===== src/rtl/uart_tx_fifo.sv =====
// uart_tx_fifo: byte FIFO feeding a UART serialiser on the FTDI-facing uart_tx pin.
// Latency: a byte accepted into an empty FIFO with an idle line at edge N drives the start bit from edge N+1.
// Backpressure: tx_ready is low while the FIFO holds 2**FIFO_AW bytes; a full FIFO never passes a byte through.
// Build option: define UART_TX_PARITY_EN for 8E1 frames (11 bit periods); default is 8N1 (10 bit periods).

// sync_fifo: generic single-clock FIFO with an occupancy count and a show-ahead head.
// Latency: a pushed entry is visible at rd_dat and counted one edge after the push.
// Backpressure: wr_rdy is low when full; writes are refused then even if a pop happens on the same edge.
module sync_fifo #(
    parameter int DW = 8,
    parameter int AW = 2
) (
    input  logic          clk,
    input  logic          rst,
    input  logic          wr_vld,
    input  logic [DW-1:0] wr_dat,
    output logic          wr_rdy,
    input  logic          rd_en,
    output logic [DW-1:0] rd_dat,
    output logic [AW:0]   count
);
    localparam logic [AW:0] DEPTH = {1'b1, {AW{1'b0}}};

    logic [DW-1:0] mem [0:(1<<AW)-1];
    logic [AW-1:0] wr_ptr;
    logic [AW-1:0] rd_ptr;
    logic          wr_fire;
    logic          rd_fire;

    // Full-ness comes only from the registered count, so a same-edge pop cannot open a slot.
    assign wr_rdy  = (count < DEPTH);
    assign wr_fire = wr_vld && wr_rdy;
    assign rd_fire = rd_en && (count != '0);
    assign rd_dat  = mem[rd_ptr];

    // Storage array: only accepted pushes write; contents need no reset.
    always_ff @(posedge clk) begin
        if (wr_fire) begin
            mem[wr_ptr] <= wr_dat;
        end
    end

    // Pointers wrap naturally modulo depth; count holds on simultaneous push and pop.
    always_ff @(posedge clk) begin
        if (rst) begin
            wr_ptr <= '0;
            rd_ptr <= '0;
            count  <= '0;
        end else begin
            if (wr_fire) begin
                wr_ptr <= wr_ptr + 1'b1;
            end
            if (rd_fire) begin
                rd_ptr <= rd_ptr + 1'b1;
            end
            case ({wr_fire, rd_fire})
                2'b10:   count <= count + 1'b1;
                2'b01:   count <= count - 1'b1;
                default: count <= count;
            endcase
        end
    end
endmodule

// uart_tx_fifo: queues bytes and serialises them LSB first at CLKS_PER_BIT clocks per bit.
// Latency: start bit appears on uart_tx one edge after the byte reaches an empty FIFO with the FSM idle.
// Backpressure: tx_ready = fifo_count < 2**FIFO_AW; back-to-back frames leave no idle gap.
module uart_tx_fifo #(
    parameter int CLKS_PER_BIT = 1250,
    parameter int FIFO_AW      = 2
) (
    input  logic             clk,
    input  logic             rst,
    input  logic [7:0]       tx_data,
    input  logic             tx_valid,
    output logic             tx_ready,
    output logic             uart_tx,
    output logic             busy,
    output logic [FIFO_AW:0] fifo_count
);
    localparam int CW = (CLKS_PER_BIT > 2) ? $clog2(CLKS_PER_BIT) : 1;
    localparam logic [CW-1:0] BAUD_LAST = CW'(CLKS_PER_BIT - 1);

`ifdef UART_TX_PARITY_EN
    typedef enum logic [2:0] {IDLE, START, DATA, PARITY, STOP} state_t;
`else
    typedef enum logic [1:0] {IDLE, START, DATA, STOP} state_t;
`endif

    state_t        state;
    state_t        state_nxt;
    logic [CW-1:0] baud_cnt;
    logic [CW-1:0] baud_nxt;
    logic [2:0]    bit_idx;
    logic [2:0]    idx_nxt;
    logic [7:0]    shift;
    logic [7:0]    shift_nxt;
    logic          tx_q;
    logic          tx_nxt;
    logic          pop;
    logic          bit_end;
    logic [7:0]    head;
`ifdef UART_TX_PARITY_EN
    logic          par_q;
    logic          par_nxt;
`endif

    sync_fifo #(
        .DW (8),
        .AW (FIFO_AW)
    ) u_fifo (
        .clk    (clk),
        .rst    (rst),
        .wr_vld (tx_valid),
        .wr_dat (tx_data),
        .wr_rdy (tx_ready),
        .rd_en  (pop),
        .rd_dat (head),
        .count  (fifo_count)
    );

    assign bit_end = (baud_cnt == BAUD_LAST);
    assign uart_tx = tx_q;
    assign busy    = (state != IDLE);

    // Next-state logic; uart_tx is computed one edge ahead so the pin comes straight from a flop.
    always_comb begin
        state_nxt = state;
        baud_nxt  = bit_end ? '0 : baud_cnt + 1'b1;
        idx_nxt   = bit_idx;
        shift_nxt = shift;
        tx_nxt    = tx_q;
        pop       = 1'b0;
`ifdef UART_TX_PARITY_EN
        par_nxt   = par_q;
`endif
        case (state)
            IDLE: begin
                baud_nxt = '0;
                tx_nxt   = 1'b1;
                if (fifo_count != '0) begin
                    pop       = 1'b1;
                    shift_nxt = head;
`ifdef UART_TX_PARITY_EN
                    par_nxt   = ^head;
`endif
                    state_nxt = START;
                    tx_nxt    = 1'b0;
                end
            end
            START: begin
                if (bit_end) begin
                    state_nxt = DATA;
                    idx_nxt   = 3'd0;
                    tx_nxt    = shift[0];
                end
            end
            DATA: begin
                if (bit_end) begin
                    shift_nxt = {1'b0, shift[7:1]};
                    if (bit_idx == 3'd7) begin
`ifdef UART_TX_PARITY_EN
                        state_nxt = PARITY;
                        tx_nxt    = par_q;
`else
                        state_nxt = STOP;
                        tx_nxt    = 1'b1;
`endif
                    end else begin
                        idx_nxt = bit_idx + 3'd1;
                        tx_nxt  = shift[1];
                    end
                end
            end
`ifdef UART_TX_PARITY_EN
            PARITY: begin
                if (bit_end) begin
                    state_nxt = STOP;
                    tx_nxt    = 1'b1;
                end
            end
`endif
            STOP: begin
                if (bit_end) begin
                    if (fifo_count != '0) begin
                        // Chain straight into the next start bit: no idle cycle between frames.
                        pop       = 1'b1;
                        shift_nxt = head;
`ifdef UART_TX_PARITY_EN
                        par_nxt   = ^head;
`endif
                        state_nxt = START;
                        tx_nxt    = 1'b0;
                    end else begin
                        state_nxt = IDLE;
                        tx_nxt    = 1'b1;
                    end
                end
            end
            default: begin
                state_nxt = IDLE;
                baud_nxt  = '0;
                tx_nxt    = 1'b1;
            end
        endcase
    end

    // State register: reset aborts any frame in flight and returns the line to idle high.
    always_ff @(posedge clk) begin
        if (rst) begin
            state    <= IDLE;
            baud_cnt <= '0;
            bit_idx  <= '0;
            shift    <= '0;
            tx_q     <= 1'b1;
`ifdef UART_TX_PARITY_EN
            par_q    <= 1'b0;
`endif
        end else begin
            state    <= state_nxt;
            baud_cnt <= baud_nxt;
            bit_idx  <= idx_nxt;
            shift    <= shift_nxt;
            tx_q     <= tx_nxt;
`ifdef UART_TX_PARITY_EN
            par_q    <= par_nxt;
`endif
        end
    end
endmodule


===== config.mk =====
export PLATFORM = sky130hd
export DESIGN_NAME = uart_tx_fifo
export DESIGN_NICKNAME = d
export VERILOG_FILES = /design/src/rtl/uart_tx_fifo.sv
export SDC_FILE = /design/constraint.sdc
export NUM_CORES = 1
export LEC_CHECK = 0
export BUFFER_PORTS_ARGS = -buffer_cell sky130_fd_sc_hd__buf_2
export CORE_ASPECT_RATIO = 0.7
export CORE_MARGIN = 3
export CORE_UTILIZATION = 60
export DETAILED_ROUTE_END_ITERATION = 12
export HOLD_SLACK_MARGIN = 0.12
export PLACE_DENSITY = 0.82
export RECOVER_POWER = 100
export SYNTH_ARGS = -nofsm -noshare
export SYNTH_HDL_FRONTEND = slang
export SYNTH_SLANG_ARGS = --single-unit

===== constraint.sdc =====
create_clock -name clk -period 3 [get_ports clk]
set_input_delay 0.45 -clock clk [delete_from_list [all_inputs] [get_ports clk]]
set_output_delay 0.45 -clock clk [all_outputs]
set_load 0.03 [all_outputs]

# == Yosys cells after proc, flatten, opt, wreduce, memory -nomap -nowiden ==
# Memories as Yosys holds them, arrays and structs flattened. A register that Yosys moved wholly into a read port is not among the register bits.
# Index checks and enable logic that the tools add are counted.
# totals
reg_bits,32
ram_bits,32
inputBits,11
output_inout_bits,6
elab_cells,71
memories,1
# classes
addsub,6
magnitude_cmp,1
n_eq_ne,13
mux,29
n_reduce_logical,13
# memory_table
name,words,word_bits,rd,rd_clocked_by_memory_dff,wr,line_no,rtl
u_fifo.mem,4,8,1,1,1,24,logic [DW-1:0] mem [0:(1<<AW)-1];
# op_table
cell,count
$mux 8,3
$pmux 8 s3,1
$mux 2,7
$ne 2x2->1 const B,6
$pmux 3 s2,2
$add 11x1->11 const B,1
$eq 11x11->1 const B,1
$mux 1,10
$mux 3,3
$pmux 2 s4,1
$add 3x1->3 const B,2
$eq 2x2->1 const B,3
$reduce_and 3->1,2
$reduce_bool 2->1,3
$reduce_bool 3->1,2
$reduce_and 5->1,1
$add 2x1->2 const B,2
$eq 2x1->1 const B,2
$pmux 1 s4,1
$reduce_and 4->1,1
$eq 3x3->1 const B,1
$lt 3x3->1 const B,1
$reduce_or 3->1,1
$sub 3x1->3 const B,1
3 further kinds,4

# == Depth between registers and ports, before layout ==
# logic_depth
ltp_word,7
depth_mapped,11
ltp_nobuf,11

# == Modules after synthesis ==
# Synthesis repeated with hierarchy kept, for this count alone.
# unflattened
hier_cells,238
area_unflattened_um2,2994.1
# modules_own_cells
module,instances,cells_each,area_per_inst_um2,seq_area_each_um2
sync_fifo,1,91,1632.8,1141.1
uart_tx_fifo,1,147,1361.3,500.5

# == Worst setup path after synthesis ==
# OpenSTA, ideal clock, no wires.
# synth_path
kind,register -> register
start,register state[0]
end,register u_fifo.count[2]
setup_ps,71
t_arrival_ps,2376
required_ps,2929
path_slack_ps,553
stages_incl_launch_ff,11
n_path_buf,0
period_less_slack_ps,2447
path_cell_list,dfxtp_1 > inv_1 > ha_1 > or2_2 > nor2_1 > ha_1 > inv_1 > fa_1 > xor2_1 > or3_1 > a21oi_1
# synth_between
elab_chain_len,5
elab_cells_between_ends,8
cone_classes,eq/ne (3); mux (2); reduce/logical (3)
# synth_lines
element,line_no,rtl
start: declaration,90,state_t state;
start signal: assignment,220,state <= state_nxt;
$eq 2x2->1 or $logic_not 2->1 (tied branches),137,case (state)
$pmux 1 s2 *,137,
$logic_and 1x1->1 *,33,assign rd_fire = rd_en && (count != '0);
named net u_fifo.rd_fire,28,logic rd_fire;
$eq 2x1->1 or $eq 2x2->1 (tied branches),56,"case ({wr_fire, rd_fire})"
$pmux 3 s2 or $reduce_bool 2->1 (tied branches),--,
end signal: assignment,57,2'b10: count <= count + 1'b1;
end signal: assignment,58,2'b01: count <= count - 1'b1;
end signal: assignment,59,default: count <= count;
end: declaration,20,output logic [AW:0] count
# Mark *: on every way through the listed nets, which the timed path passes. The rest lies on a longest branch.
# A chain may end at the register's enable or synchronous reset.

# == Final worst setup path ==
# Same ends and word-level chain as after synthesis.

==> flow_summary.toml <==
[drt]
num_vias = 1862
antenna_left = 0
drt_drc_violations_left = 0
vias_per_cell = 5.66
routed_wire_length_per_instance_um = 15.2
drt_wl_total_um = 5010
detail_route.iter0.violations = 179
detail_route.first_pass.iterations = 4

[grt]
grt_start_max_net_pins = 24
global_route_wire_length_before_repair_um = 8590
grt_antenna_before_repair = 0
gr-total-overflow = 0
globalRouteTotalUtil_pct = 19.5
vias_in_the_first_global_route = 1748

[timing]
final-hold-violation-count = 0
final.hold.worst_slack_ps = 358
fin_setup_tns_ps = 0
timing.clock.skew_ps = 8.50
finalWorstPathRequiredPeriod_ps = 2650
grt_setup_unrepaired = "false"
final.period_utilization_pct = 88.4
timing.slew.headroom_pct = 50.5
final-setup-viol-count = 0
drv_slew = 0
tightestPinTransition_ps = 736
max_freq_mhz = 377

[layout]
final_design_area_no_fill_sq_mm = 0.00323
layout-area-overhead-vs-synth_pct = 9.59
mostFrequentLayoutCell = "dfxtp_1"
fillers = 324
multiInputGateArea_sq_mm = 0.00121
layout.nets = 285
drive_gt1_share_pct = 12.2
fin_cells = 329
ff_latch_area_sq_mm = 0.00164
antenna_cells = 0
final_cell_mix = "dfxtp_1, edfxtp_1, nor2_1"

[logic_synthesis]
synth_top_area_share_pct = 32.6
asyncSetResetFlopFracSynth_pct = 0
ys_dominant_reg_cell = "dfxtp_1"
syn_inst = 239
post_synthesis_sequential_area_ratio_pct = 55.7
synthesis.yosys.warnings = 0
synthesis.area_per_instance_sq_um = 12.3
postSynthNetCount = 266
synth_area_sq_mm = 0.00295
synth_cell_types = 43
synth.area.top_cells = "edfxtp_1, dfxtp_1, ha_1"
synth_seq_cells = 66
synth_largest_area_cell = "edfxtp_1"
synth-edff-count = 32

[clock_tree]
clk-insertion-delay-late_ps = 360
number_of_gates_given_a_new_drive_strength_after_cts = 0
tritoncts_buffers = 9
tritoncts = "done"
deepest_clock_path_buffer_count = 2
cts-htree-levels = 3
cts.sinks = 66
postCtsHoldBufs = 0
post_cts.repair.setup_buffers = 0
clk_pin_slew_worst_paths_ps = 80
clock_tree.root_cell = "clkbuf_8"

[placement]
dpl.hpwl_um = 3500
placement.cell_area_sq_mm = 0.00307
port_buffers = 16
gp_routability_congestion = 0.802
place.detailed.instances = 313

[worst_setup_path]
crit_type = "register to register"
critical_path.endpoint_type = "register"
critical_path_arrival_ps = 2940
crit_required_ps = 3290
family_with_the_most_delay_on_the_worst_path = "adder cells"
timing.critical_path.cells = "inv_1 -> ha_1 -> or2_2 -> nor2_1 -> ha_1 -> inv_1 -> fa_1 -> xor2_1 -> or3_1 -> a21oi_1"
cp_slowest_stage_delay_ps = 390
count_of_cell_instances_traversed_by_the_critical_path = 10
timing.critical_path.slowest_stage_cell = "dfxtp_1"
timing.reg2reg.worst_path_depth = 10
critPathLaunchType = "register"
number_of_buffers_and_inverters_on_the_critical_path = 2
critical_path_peak_fanout = 5

[pwr]
p_leak_nw = 1.14
fin_total_pwr_mw = 3.09
power-per-cell-area_mw_per_mm2 = 956
worst_ir_drop_vdd_mv = 0.654

[floorplan]
initial_utilization_pct = 65.1
core_sq_mm = 0.00453
die_height_um = 64.6
std_cell_rows = 20
die_area_sq_mm = 0.00580
io-pin-count = 17
floorplan.die.width_um = 89.8

[hold_path]
number_of_cells_on_the_worst_hold_path = 1
holdCritPathClass = "input pin to register"

[job]
max_cap_viols = 0

[status]
run_status = "complete, no violations"
logic make-up (layout without fill, tap and decap cells):
group	count (synthesis)	count (layout)	share of synthesized area, %
compound gates	44	44	10.2
xor+xnor	12	12	3.57
fa+ha+maj	16	16	7.05
buf+inv	22	46	3.18
flops	66	66	55.7
mux	15	15	8.49
simple gates	64	64	11.8
per-layer routing:
metal  up-vias  share of wire [%]  global-route usage [%]
li1        921                  -                       -
met1       871                 49                    28.7
met2        56                 42                    26.4
met3        14                7.6                    6.38
met4         0                1.9                    8.03
met5         -                  0                       0
report_power, final:
| group | switching [mW] | total [mW] | internal [mW] |
|---|---|---|---|
| Combinational | 0.684 | 1.14 | 0.457 |
| Clock | 0.380 | 0.693 | 0.313 |
| Sequential | 0.128 | 1.25 | 1.13 |
cell type report:
cell class,count,area share [%]
inverter,13,1.51
clock buffer,9,3.83
timing repair buffer,17,2.05
clock inverter,7,1.86
tap,66,2.56
sequential,66,50.8
multi-input combinational,151,37.4
registers in the layout, summed over array words and instances, names as in the netlist, named ones only:
signal and flops:
state 2, u_fifo.rd_ptr 2, u_fifo.count 3, uart_tx 1, u_fifo.wr_ptr 2, shift 8
baud_cnt 11, bit_idx 3, u_fifo.mem 32
worst paths after layout:
path | start | end | slack [ps]
max | state[0] | u_fifo.count[2] | 350
min | tx_data[6] | u_fifo.mem[0][6] | 360
max reg2reg | state[0] | u_fifo.count[2] | 350
min reg2reg | uart_tx | uart_tx | 470
metrics by stage:
stage	worst slack, ps	utilization (%)
floorplan	553	-
CTS	349	71.9
global route	206	71.3
detailed placement	394	67.8
global placement	470	67.8
finish	348	71.3
cells in the mapped netlist (2+ instances only):
cell type / count
dfxtp_1: 34
edfxtp_1: 32
nor2_1: 26
a21oi_1: 18
ha_1: 15
inv_1: 12
a311oi_1: 8
mux4_2: 8
mux2i_1: 7
xor2_1: 7
and2_1: 5
clkbuf_1: 5
nand2_1: 5
nand4_1: 5
nor3_1: 5
o21ai_0: 5
xnor2_1: 5
nor2b_1: 4
buf_2: 3
nand3_1: 3
or3_1: 3
a21o_1: 2
a32oi_1: 2
worst register-to-register path, stage by stage (launching register included):
cell and delay [ps]:
dfxtp_1 390, inv_1 130, ha_1 350, or2_2 350, nor2_1 120, ha_1 200, inv_1 60, fa_1 370
xor2_1 160, or3_1 310, a21oi_1 140
Power figures use the tool's default switching activity.
